File: src/rtl/multi_cycle_controller_pkg.sv
// Shared encodings for the multi-cycle controller: FSM states, opcodes,
// ALU operation codes, trap causes and the decoded instruction class.
package multi_cycle_controller_pkg;

    typedef enum logic [2:0] {
        ST_FETCH     = 3'd0,
        ST_DECODE    = 3'd1,
        ST_EXECUTE   = 3'd2,
        ST_MEMORY    = 3'd3,
        ST_WRITEBACK = 3'd4,
        ST_HALT      = 3'd5,
        ST_TRAP      = 3'd6
    } state_e;

    typedef enum logic [1:0] {
        CAUSE_NONE    = 2'b00,
        CAUSE_ILLEGAL = 2'b01,
        CAUSE_TIMEOUT = 2'b10
    } trap_cause_e;

    typedef enum logic [2:0] {
        IC_NONE  = 3'd0,
        IC_R     = 3'd1,
        IC_I     = 3'd2,
        IC_LOAD  = 3'd3,
        IC_STORE = 3'd4,
        IC_ECALL = 3'd5
    } iclass_e;

    localparam logic [6:0] OP_R     = 7'b0110011;
    localparam logic [6:0] OP_I     = 7'b0010011;
    localparam logic [6:0] OP_LOAD  = 7'b0000011;
    localparam logic [6:0] OP_STORE = 7'b0100011;
    localparam logic [6:0] OP_ECALL = 7'b1110011;

    localparam logic [6:0] F7_BASE  = 7'b0000000;
    localparam logic [6:0] F7_ALT   = 7'b0100000;
    localparam logic [2:0] F3_WORD  = 3'b010;
    localparam logic [2:0] F3_ADD   = 3'b000;
    localparam logic [2:0] F3_SLL   = 3'b001;
    localparam logic [2:0] F3_SR    = 3'b101;

    localparam logic [3:0] CC_AND  = 4'b0000;
    localparam logic [3:0] CC_OR   = 4'b0001;
    localparam logic [3:0] CC_ADD  = 4'b0010;
    localparam logic [3:0] CC_XOR  = 4'b0011;
    localparam logic [3:0] CC_SLL  = 4'b0100;
    localparam logic [3:0] CC_SRL  = 4'b0101;
    localparam logic [3:0] CC_SUB  = 4'b0110;
    localparam logic [3:0] CC_SLT  = 4'b0111;
    localparam logic [3:0] CC_SRA  = 4'b1000;
    localparam logic [3:0] CC_SLTU = 4'b1001;

    // ALU code for the base (funct7 = 0) form of each funct3
    function automatic logic [3:0] base_alu_cc(input logic [2:0] funct3);
        logic [3:0] cc;
        case (funct3)
            3'b000:  cc = CC_ADD;
            3'b001:  cc = CC_SLL;
            3'b010:  cc = CC_SLT;
            3'b011:  cc = CC_SLTU;
            3'b100:  cc = CC_XOR;
            3'b101:  cc = CC_SRL;
            3'b110:  cc = CC_OR;
            3'b111:  cc = CC_AND;
            default: cc = CC_ADD;
        endcase
        return cc;
    endfunction

endpackage

File: src/rtl/multi_cycle_controller_alu_cc_decode.sv
// Combinational instruction decode: opcode/funct3/funct7 to ALU code,
// instruction class and illegal-instruction flag.
module alu_cc_decode
    import multi_cycle_controller_pkg::*;
(
    input  logic [6:0] opcode,
    input  logic [2:0] funct3,
    input  logic [6:0] funct7,
    output logic [3:0] alu_cc,
    output iclass_e    iclass,
    output logic       illegal
);

    // Classify the instruction and pick its ALU operation
    always_comb begin
        alu_cc  = CC_ADD;
        iclass  = IC_NONE;
        illegal = 1'b0;
        case (opcode)
            OP_R: begin
                iclass = IC_R;
                if (funct7 == F7_BASE) begin
                    alu_cc = base_alu_cc(funct3);
                end else if ((funct7 == F7_ALT) && (funct3 == F3_ADD)) begin
                    alu_cc = CC_SUB;
                end else if ((funct7 == F7_ALT) && (funct3 == F3_SR)) begin
                    alu_cc = CC_SRA;
                end else begin
                    illegal = 1'b1;
                end
            end
            OP_I: begin
                iclass = IC_I;
                // Only shifts carry an encoding in funct7; elsewhere it is immediate
                if ((funct3 == F3_SLL) || (funct3 == F3_SR)) begin
                    if (funct7 == F7_BASE) begin
                        alu_cc = base_alu_cc(funct3);
                    end else if ((funct7 == F7_ALT) && (funct3 == F3_SR)) begin
                        alu_cc = CC_SRA;
                    end else begin
                        illegal = 1'b1;
                    end
                end else begin
                    alu_cc = base_alu_cc(funct3);
                end
            end
            OP_LOAD: begin
                iclass  = IC_LOAD;
                illegal = (funct3 != F3_WORD);
            end
            OP_STORE: begin
                iclass  = IC_STORE;
                illegal = (funct3 != F3_WORD);
            end
            OP_ECALL: begin
                iclass = IC_ECALL;
            end
            default: begin
                illegal = 1'b1;
            end
        endcase
    end

endmodule

File: src/rtl/multi_cycle_controller.sv
// Multi-cycle RV32 subset control FSM: fetch/decode/execute/memory/writeback
// with sticky halt and trap states and a retired-instruction counter.
module multi_cycle_controller
    import multi_cycle_controller_pkg::*;
#(
    parameter int ALU_CC_W    = 4,
    parameter int CNT_W       = 32,
    parameter int MEM_TIMEOUT = 16
) (
    input  logic                clk,
    input  logic                rst,
    input  logic [6:0]          opcode,
    input  logic [2:0]          funct3,
    input  logic [6:0]          funct7,
    input  logic                mem_ready,
    output logic                ir_write,
    output logic                pc_write,
    output logic                reg_write,
    output logic                alu_src,
    output logic                mem_read,
    output logic                mem_write,
    output logic                mem_to_reg,
    output logic [ALU_CC_W-1:0] alu_cc,
    output logic [2:0]          state,
    output logic                trap,
    output logic [1:0]          trap_cause,
    output logic                halted,
    output logic [CNT_W-1:0]    instr_count
);

    localparam int WAIT_W = (MEM_TIMEOUT > 1) ? $clog2(MEM_TIMEOUT) : 1;
    localparam logic [WAIT_W-1:0] WAIT_LAST = WAIT_W'(MEM_TIMEOUT - 1);

    state_e                state_r;
    iclass_e               iclass_r;
    logic                  run_r;
    logic [3:0]            alu_cc_lat_r;
    logic [WAIT_W-1:0]     wait_cnt_r;
    logic                  ir_write_r;
    logic                  pc_write_r;
    logic                  reg_write_r;
    logic                  alu_src_r;
    logic                  mem_read_r;
    logic                  mem_write_r;
    logic                  mem_to_reg_r;
    logic [ALU_CC_W-1:0]   alu_cc_r;
    logic                  trap_r;
    trap_cause_e           trap_cause_r;
    logic                  halted_r;
    logic [CNT_W-1:0]      instr_count_r;

    logic [3:0]            dec_alu_cc_s;
    iclass_e               dec_iclass_s;
    logic                  dec_illegal_s;
    logic                  store_done_s;
    logic                  is_mem_s;

    alu_cc_decode u_alu_cc_decode (
        .opcode  (opcode),
        .funct3  (funct3),
        .funct7  (funct7),
        .alu_cc  (dec_alu_cc_s),
        .iclass  (dec_iclass_s),
        .illegal (dec_illegal_s)
    );

    // A store retires in the very cycle memory acknowledges it
    assign store_done_s = (state_r == ST_MEMORY) && (iclass_r == IC_STORE) && mem_ready;
    assign is_mem_s     = (iclass_r == IC_LOAD) || (iclass_r == IC_STORE);

    // Control FSM with registered datapath controls and sticky status
    always_ff @(posedge clk or posedge rst) begin
        if (rst) begin
            state_r      <= ST_FETCH;
            iclass_r     <= IC_NONE;
            run_r        <= 1'b0;
            alu_cc_lat_r <= 4'b0000;
            wait_cnt_r   <= '0;
            ir_write_r   <= 1'b0;
            pc_write_r   <= 1'b0;
            reg_write_r  <= 1'b0;
            alu_src_r    <= 1'b0;
            mem_read_r   <= 1'b0;
            mem_write_r  <= 1'b0;
            mem_to_reg_r <= 1'b0;
            alu_cc_r     <= '0;
            trap_r       <= 1'b0;
            trap_cause_r <= CAUSE_NONE;
            halted_r     <= 1'b0;
        end else begin
            ir_write_r   <= 1'b0;
            pc_write_r   <= 1'b0;
            reg_write_r  <= 1'b0;
            alu_src_r    <= 1'b0;
            mem_read_r   <= 1'b0;
            mem_write_r  <= 1'b0;
            mem_to_reg_r <= 1'b0;
            alu_cc_r     <= '0;
            case (state_r)
                ST_FETCH: begin
                    // First edge out of reset opens the first real fetch cycle
                    if (!run_r) begin
                        run_r      <= 1'b1;
                        ir_write_r <= 1'b1;
                    end else begin
                        state_r <= ST_DECODE;
                    end
                end
                ST_DECODE: begin
                    iclass_r     <= dec_iclass_s;
                    alu_cc_lat_r <= dec_alu_cc_s;
                    if (dec_illegal_s) begin
                        state_r      <= ST_TRAP;
                        trap_r       <= 1'b1;
                        trap_cause_r <= CAUSE_ILLEGAL;
                    end else if (dec_iclass_s == IC_ECALL) begin
                        state_r  <= ST_HALT;
                        halted_r <= 1'b1;
                    end else begin
                        state_r   <= ST_EXECUTE;
                        alu_src_r <= (dec_iclass_s != IC_R);
                        alu_cc_r  <= ALU_CC_W'(dec_alu_cc_s);
                    end
                end
                ST_EXECUTE: begin
                    if (is_mem_s) begin
                        state_r     <= ST_MEMORY;
                        wait_cnt_r  <= '0;
                        alu_src_r   <= 1'b1;
                        alu_cc_r    <= ALU_CC_W'(alu_cc_lat_r);
                        mem_read_r  <= (iclass_r == IC_LOAD);
                        mem_write_r <= (iclass_r == IC_STORE);
                    end else begin
                        state_r     <= ST_WRITEBACK;
                        reg_write_r <= 1'b1;
                        pc_write_r  <= 1'b1;
                    end
                end
                ST_MEMORY: begin
                    if (mem_ready) begin
                        if (iclass_r == IC_LOAD) begin
                            state_r      <= ST_WRITEBACK;
                            reg_write_r  <= 1'b1;
                            pc_write_r   <= 1'b1;
                            mem_to_reg_r <= 1'b1;
                        end else begin
                            state_r    <= ST_FETCH;
                            ir_write_r <= 1'b1;
                        end
                    end else if (wait_cnt_r == WAIT_LAST) begin
                        state_r      <= ST_TRAP;
                        trap_r       <= 1'b1;
                        trap_cause_r <= CAUSE_TIMEOUT;
                    end else begin
                        wait_cnt_r  <= wait_cnt_r + WAIT_W'(1);
                        alu_src_r   <= 1'b1;
                        alu_cc_r    <= ALU_CC_W'(alu_cc_lat_r);
                        mem_read_r  <= (iclass_r == IC_LOAD);
                        mem_write_r <= (iclass_r == IC_STORE);
                    end
                end
                ST_WRITEBACK: begin
                    state_r    <= ST_FETCH;
                    ir_write_r <= 1'b1;
                end
                ST_HALT: begin
                    state_r <= ST_HALT;
                end
                ST_TRAP: begin
                    state_r <= ST_TRAP;
                end
                default: begin
                    state_r      <= ST_TRAP;
                    trap_r       <= 1'b1;
                    trap_cause_r <= CAUSE_ILLEGAL;
                end
            endcase
        end
    end

    // Retired-instruction counter, one step per PC advance
    always_ff @(posedge clk or posedge rst) begin
        if (rst) begin
            instr_count_r <= '0;
        end else if (pc_write) begin
            instr_count_r <= instr_count_r + CNT_W'(1);
        end else begin
            instr_count_r <= instr_count_r;
        end
    end

    assign ir_write    = ir_write_r;
    assign pc_write    = pc_write_r | store_done_s;
    assign reg_write   = reg_write_r;
    assign alu_src     = alu_src_r;
    assign mem_read    = mem_read_r;
    assign mem_write   = mem_write_r;
    assign mem_to_reg  = mem_to_reg_r;
    assign alu_cc      = alu_cc_r;
    assign state       = state_r;
    assign trap        = trap_r;
    assign trap_cause  = trap_cause_r;
    assign halted      = halted_r;
    assign instr_count = instr_count_r;

endmodule

File: config.mk
export PLATFORM = sky130hd
export DESIGN_NAME = multi_cycle_controller
export DESIGN_NICKNAME = d
export VERILOG_FILES = /design/src/rtl/multi_cycle_controller_pkg.sv /design/src/rtl/multi_cycle_controller_alu_cc_decode.sv /design/src/rtl/multi_cycle_controller.sv
export SDC_FILE = /design/constraint.sdc
export NUM_CORES = 1
export LEC_CHECK = 0
export CAP_MARGIN = 20
export CELL_PAD_IN_SITES_DETAIL_PLACEMENT = 0
export CELL_PAD_IN_SITES_GLOBAL_PLACEMENT = 1
export CORE_MARGIN = 4
export CORE_UTILIZATION = 41
export DETAILED_ROUTE_END_ITERATION = 10
export PLACE_DENSITY = 0.93
export RECOVER_POWER = 50
export SLEW_MARGIN = 20
export SYNTH_ARGS = -nofsm -noshare
export SYNTH_HDL_FRONTEND = slang
export SYNTH_SLANG_ARGS = --single-unit
export TNS_END_PERCENT = 5
File: constraint.sdc
create_clock -name clk -period 3.9 [get_ports clk]
set_input_delay 0.39 -clock clk [delete_from_list [all_inputs] [get_ports clk]]
set_output_delay 0.39 -clock clk [all_outputs]
set_load 0.005 [all_outputs]
==> metrics.md <==
| Metric | Value |
|---|---|
| Synth cell types | 55 |
| Register area | 0.00153 mm2 |
| Hold WS | 0.474 ns |
| Worst Hold Class | flop to flop |
| Kind of critical path | flop to output pin |
| Final Hold Violating Endpoints | 0 |
| # IOs | 70 |
| Chip Width | 95.1 um |
| Yosys top cell by area | dfrtp_1 |
| Number of gates resized after cts | 0 |
| CTS Root Cell | clkbuf_8 |
| Number of global-route vias before repair | 2501 |
| CP Data Arrival Time | 2.25 ns |
| Worst-path clk slew | 0.07 ns |
| CTS tree | built |
| DR pass1 iterations | 4 |
| Placed Instance Area | 0.00391 mm2 |
| Worst-Margin Slew | 1.19 ns |
| Crit path max fanout | 14 |
| Design area | 0.00407 mm2 |
| Post-synth top cells | dfrtp_1 (61), nand2_1 (44), nor2_1 (25), nand3_1 (22), xnor2_1 (18) |
| Ranking of synthesized cells by area | dfrtp_1 (49%), nand2_1 (5.3%), xnor2_1 (5.1%), xor2_1 (4.2%), nand3_1 (3.5%) |
| Post-CTS Setup Inserts | 0 |
| Total CTS buffers | 9 |
| Largest net degree at the start of global routing | 34 |
| Synthesized Nets | 345 |
| CTS Buffer Depth | 2 |
| Worst vdd ir | 0.129 mV |
| Unrepaired setup endpoints after global routing | false |
| Min cycle time layout | 2.64 ns |
| Achievable frequency | 0.380 GHz |
| Via density | 5.29 |
| Worst EP required | 3.51 ns |
| Top-count cell post-synth | dfrtp_1 |
| Seq/Total Area, Yosys | 0.491 |
| Worst-skew pair later-pin latency | 0.33 ns |
| Fin. max-slew vios | 0 |
| Syn. warnings | 0 |
| Core Rows | 31 |
| Fill count | 641 |
| Initial antenna violation count | 0 |
| Ant. Diodes | 0 |
| Async SR Flop Fraction | 1.00 |
| DRT antenna net count | 0 |
| Area occupied by multi-input gates | 0.00151 mm2 |
| Post-synthesis cell count | 318 |
| GPL Wtd Cong | 0.858 |
| Total of max-cap violations | 0 |
| EDFF count, synth | 0 |
| CP startpoint kind | flop |
| Area delta synth->final | 30.8% |
| Nets | 419 |
| Hold-fix buffers, CTS | 0 |
| CTS sink count | 61 |
| Leak pwr | 1.79 nW |
| Slew margin rel. | 0.207 |
| Max reg flops | 32 |
| PortBufs | 69 |
| Post-Syn Area | 0.00311 mm2 |
| Total die area | 0.00905 mm2 |
| H-tree Lvls | 3 |
| CP Capture Type | output pin |
| Congestion Overflow GR | 0 |
| DR iter-0 viols | 131 |
| Power Density | 286 mW/mm2 |
| Initial Util | 0.424 |
| Drt wl/cell | 13.9 um |
| Layout cells sized above 1 | 0.0581 |
| GRT Total Usage | 0.160 |
| WL final | 6860 um |
| Synth Area per Inst | 9.79 um2 |
| CORE AREA | 0.00733 mm2 |
| First-pass GRT wire length | 11400 um |
| Run status | finished clean |
| Setup TNS | 0 ns |
| DR DRC count | 0 |
| Synth Register Bits | 61 |
| Final setup vio count | 0 |
| Post-synth top area share | 0.491 |
| Layout Skew | 0.0107 ns |
| Total number of vias | 2619 |
| DP HPWL | 5080 um |
| Tcrit/Tclk final | 0.676 |
| Most used flip-flop cell after synthesis | dfrtp_1 |
| Die Y | 95.1 um |
[routing by layer]
metal	share of wire	wire length, um	up-vias	global-route usage
li1	-	-	1275	-
met5	0	0	-	0
met3	0.065	444	12	0.0505
met2	0.48	3270	68	0.260
met4	0.019	127	0	0.0613
met1	0.44	3020	1264	0.197
[cell usage in the layout, fill, tap and decap left out, types with 2 or more instances in the layout]
cell type,count
o41ai_1,2
nor2b_1,3
and3_1,4
nand3b_1,3
mux2i_1,2
o211ai_1,3
o21ai_1,7
o311ai_1,2
nor3b_1,3
nor4b_1,4
dlygate4sd3_1,20
a31oi_1,2
o21bai_1,2
inv_1,10
ha_1,7
a32oi_1,2
xor2_1,15
clkdlybuf4s50_1,49
a21oi_1,8
nand2b_1,8
nand2_1,44
dfrtp_1,61
buf_4,2
nor3_1,8
nor2_1,25
clkbuf_8,10
nand4_1,7
clkbuf_1,3
o21ai_0,4
xnor2_1,18
nand3_1,22
clkinv_2,2
and4_1,2
nor4_1,7
[stage by stage]
stage | power [mW] | setup slack (ns) | util | cells
6_report | 1.17 | 1.26 | 0.555 | 495
5_1_grt | 1.22 | 1.14 | 0.555 | 495
4_1_cts | 1.18 | 1.24 | 0.555 | 495
3_5_place_dp | 0.712 | 1.32 | 0.534 | 480
3_3_place_gp | 0.711 | 1.36 | 0.534 | 480
2_1_floorplan | 0.680 | 1.85 | - | 318
[report_power, final]
group | leakage, nW | total (mW) | switching (mW) | internal, mW
clock network | 0.0833 | 0.466 | 0.223 | 0.243
logic | 0.933 | 0.0665 | 0.0376 | 0.0289
registers | 0.769 | 0.633 | 0 | 0.633
total | 1.79 | 1.17 | 0.261 | 0.905
[cells by family (layout without fill, tap and decap cells)]
family | Yosys count | count (layout) | synth area share
flip-flops | 61 | 61 | 0.491
AO/OA/AOI/OAI | 47 | 47 | 0.111
multiplexers | 2 | 2 | 0.00643
XOR/XNOR | 33 | 33 | 0.0929
AND/OR/NAND/NOR | 149 | 149 | 0.248
buffers and inverters | 19 | 97 | 0.0229
adder cells (fa/ha/maj) | 7 | 7 | 0.0281
[final cells by class]
type / count / area share
Clock buffer: 13 / 0.0366
Clock inverter: 2 / 0.00246
Inverter: 11 / 0.0101
Multi-Input combinational cell: 238 / 0.372
Sequential cell: 61 / 0.375
Tap cell: 99 / 0.0304
Timing Repair Buffer: 71 / 0.173
[worst paths after layout]
kind                                              from                     endpoint  slack (ns)  cells after the start
min in group asynchronous                          rst  instr_count[15]$_DFFE_PP0P_        0.81                      2
setup reg to reg                  state[0]$_DFFE_PP0P_    trap_cause[0]$_DFFE_PP0P_        1.53                      4
hold / removal             alu_cc_lat_r[3]$_DFFE_PP0P_  alu_cc_lat_r[3]$_DFFE_PP0P_        0.47                      2
max in group asynchronous                          rst          alu_cc[3]$_DFF_PP0_        2.07                      3
setup / recovery                  state[2]$_DFFE_PP0P_                     pc_write        1.26                      5
hold reg to reg            alu_cc_lat_r[3]$_DFFE_PP0P_  alu_cc_lat_r[3]$_DFFE_PP0P_        0.47                      2
[worst max-delay path, stage by stage (launching register included)]
cell and delay (ns):
dfrtp_1 0.58, and2b_1 0.30, a41oi_1 0.24, buf_4 0.24, inv_2 0.09, clkdlybuf4s50_1 0.45
Power figures use the tool's default switching activity.
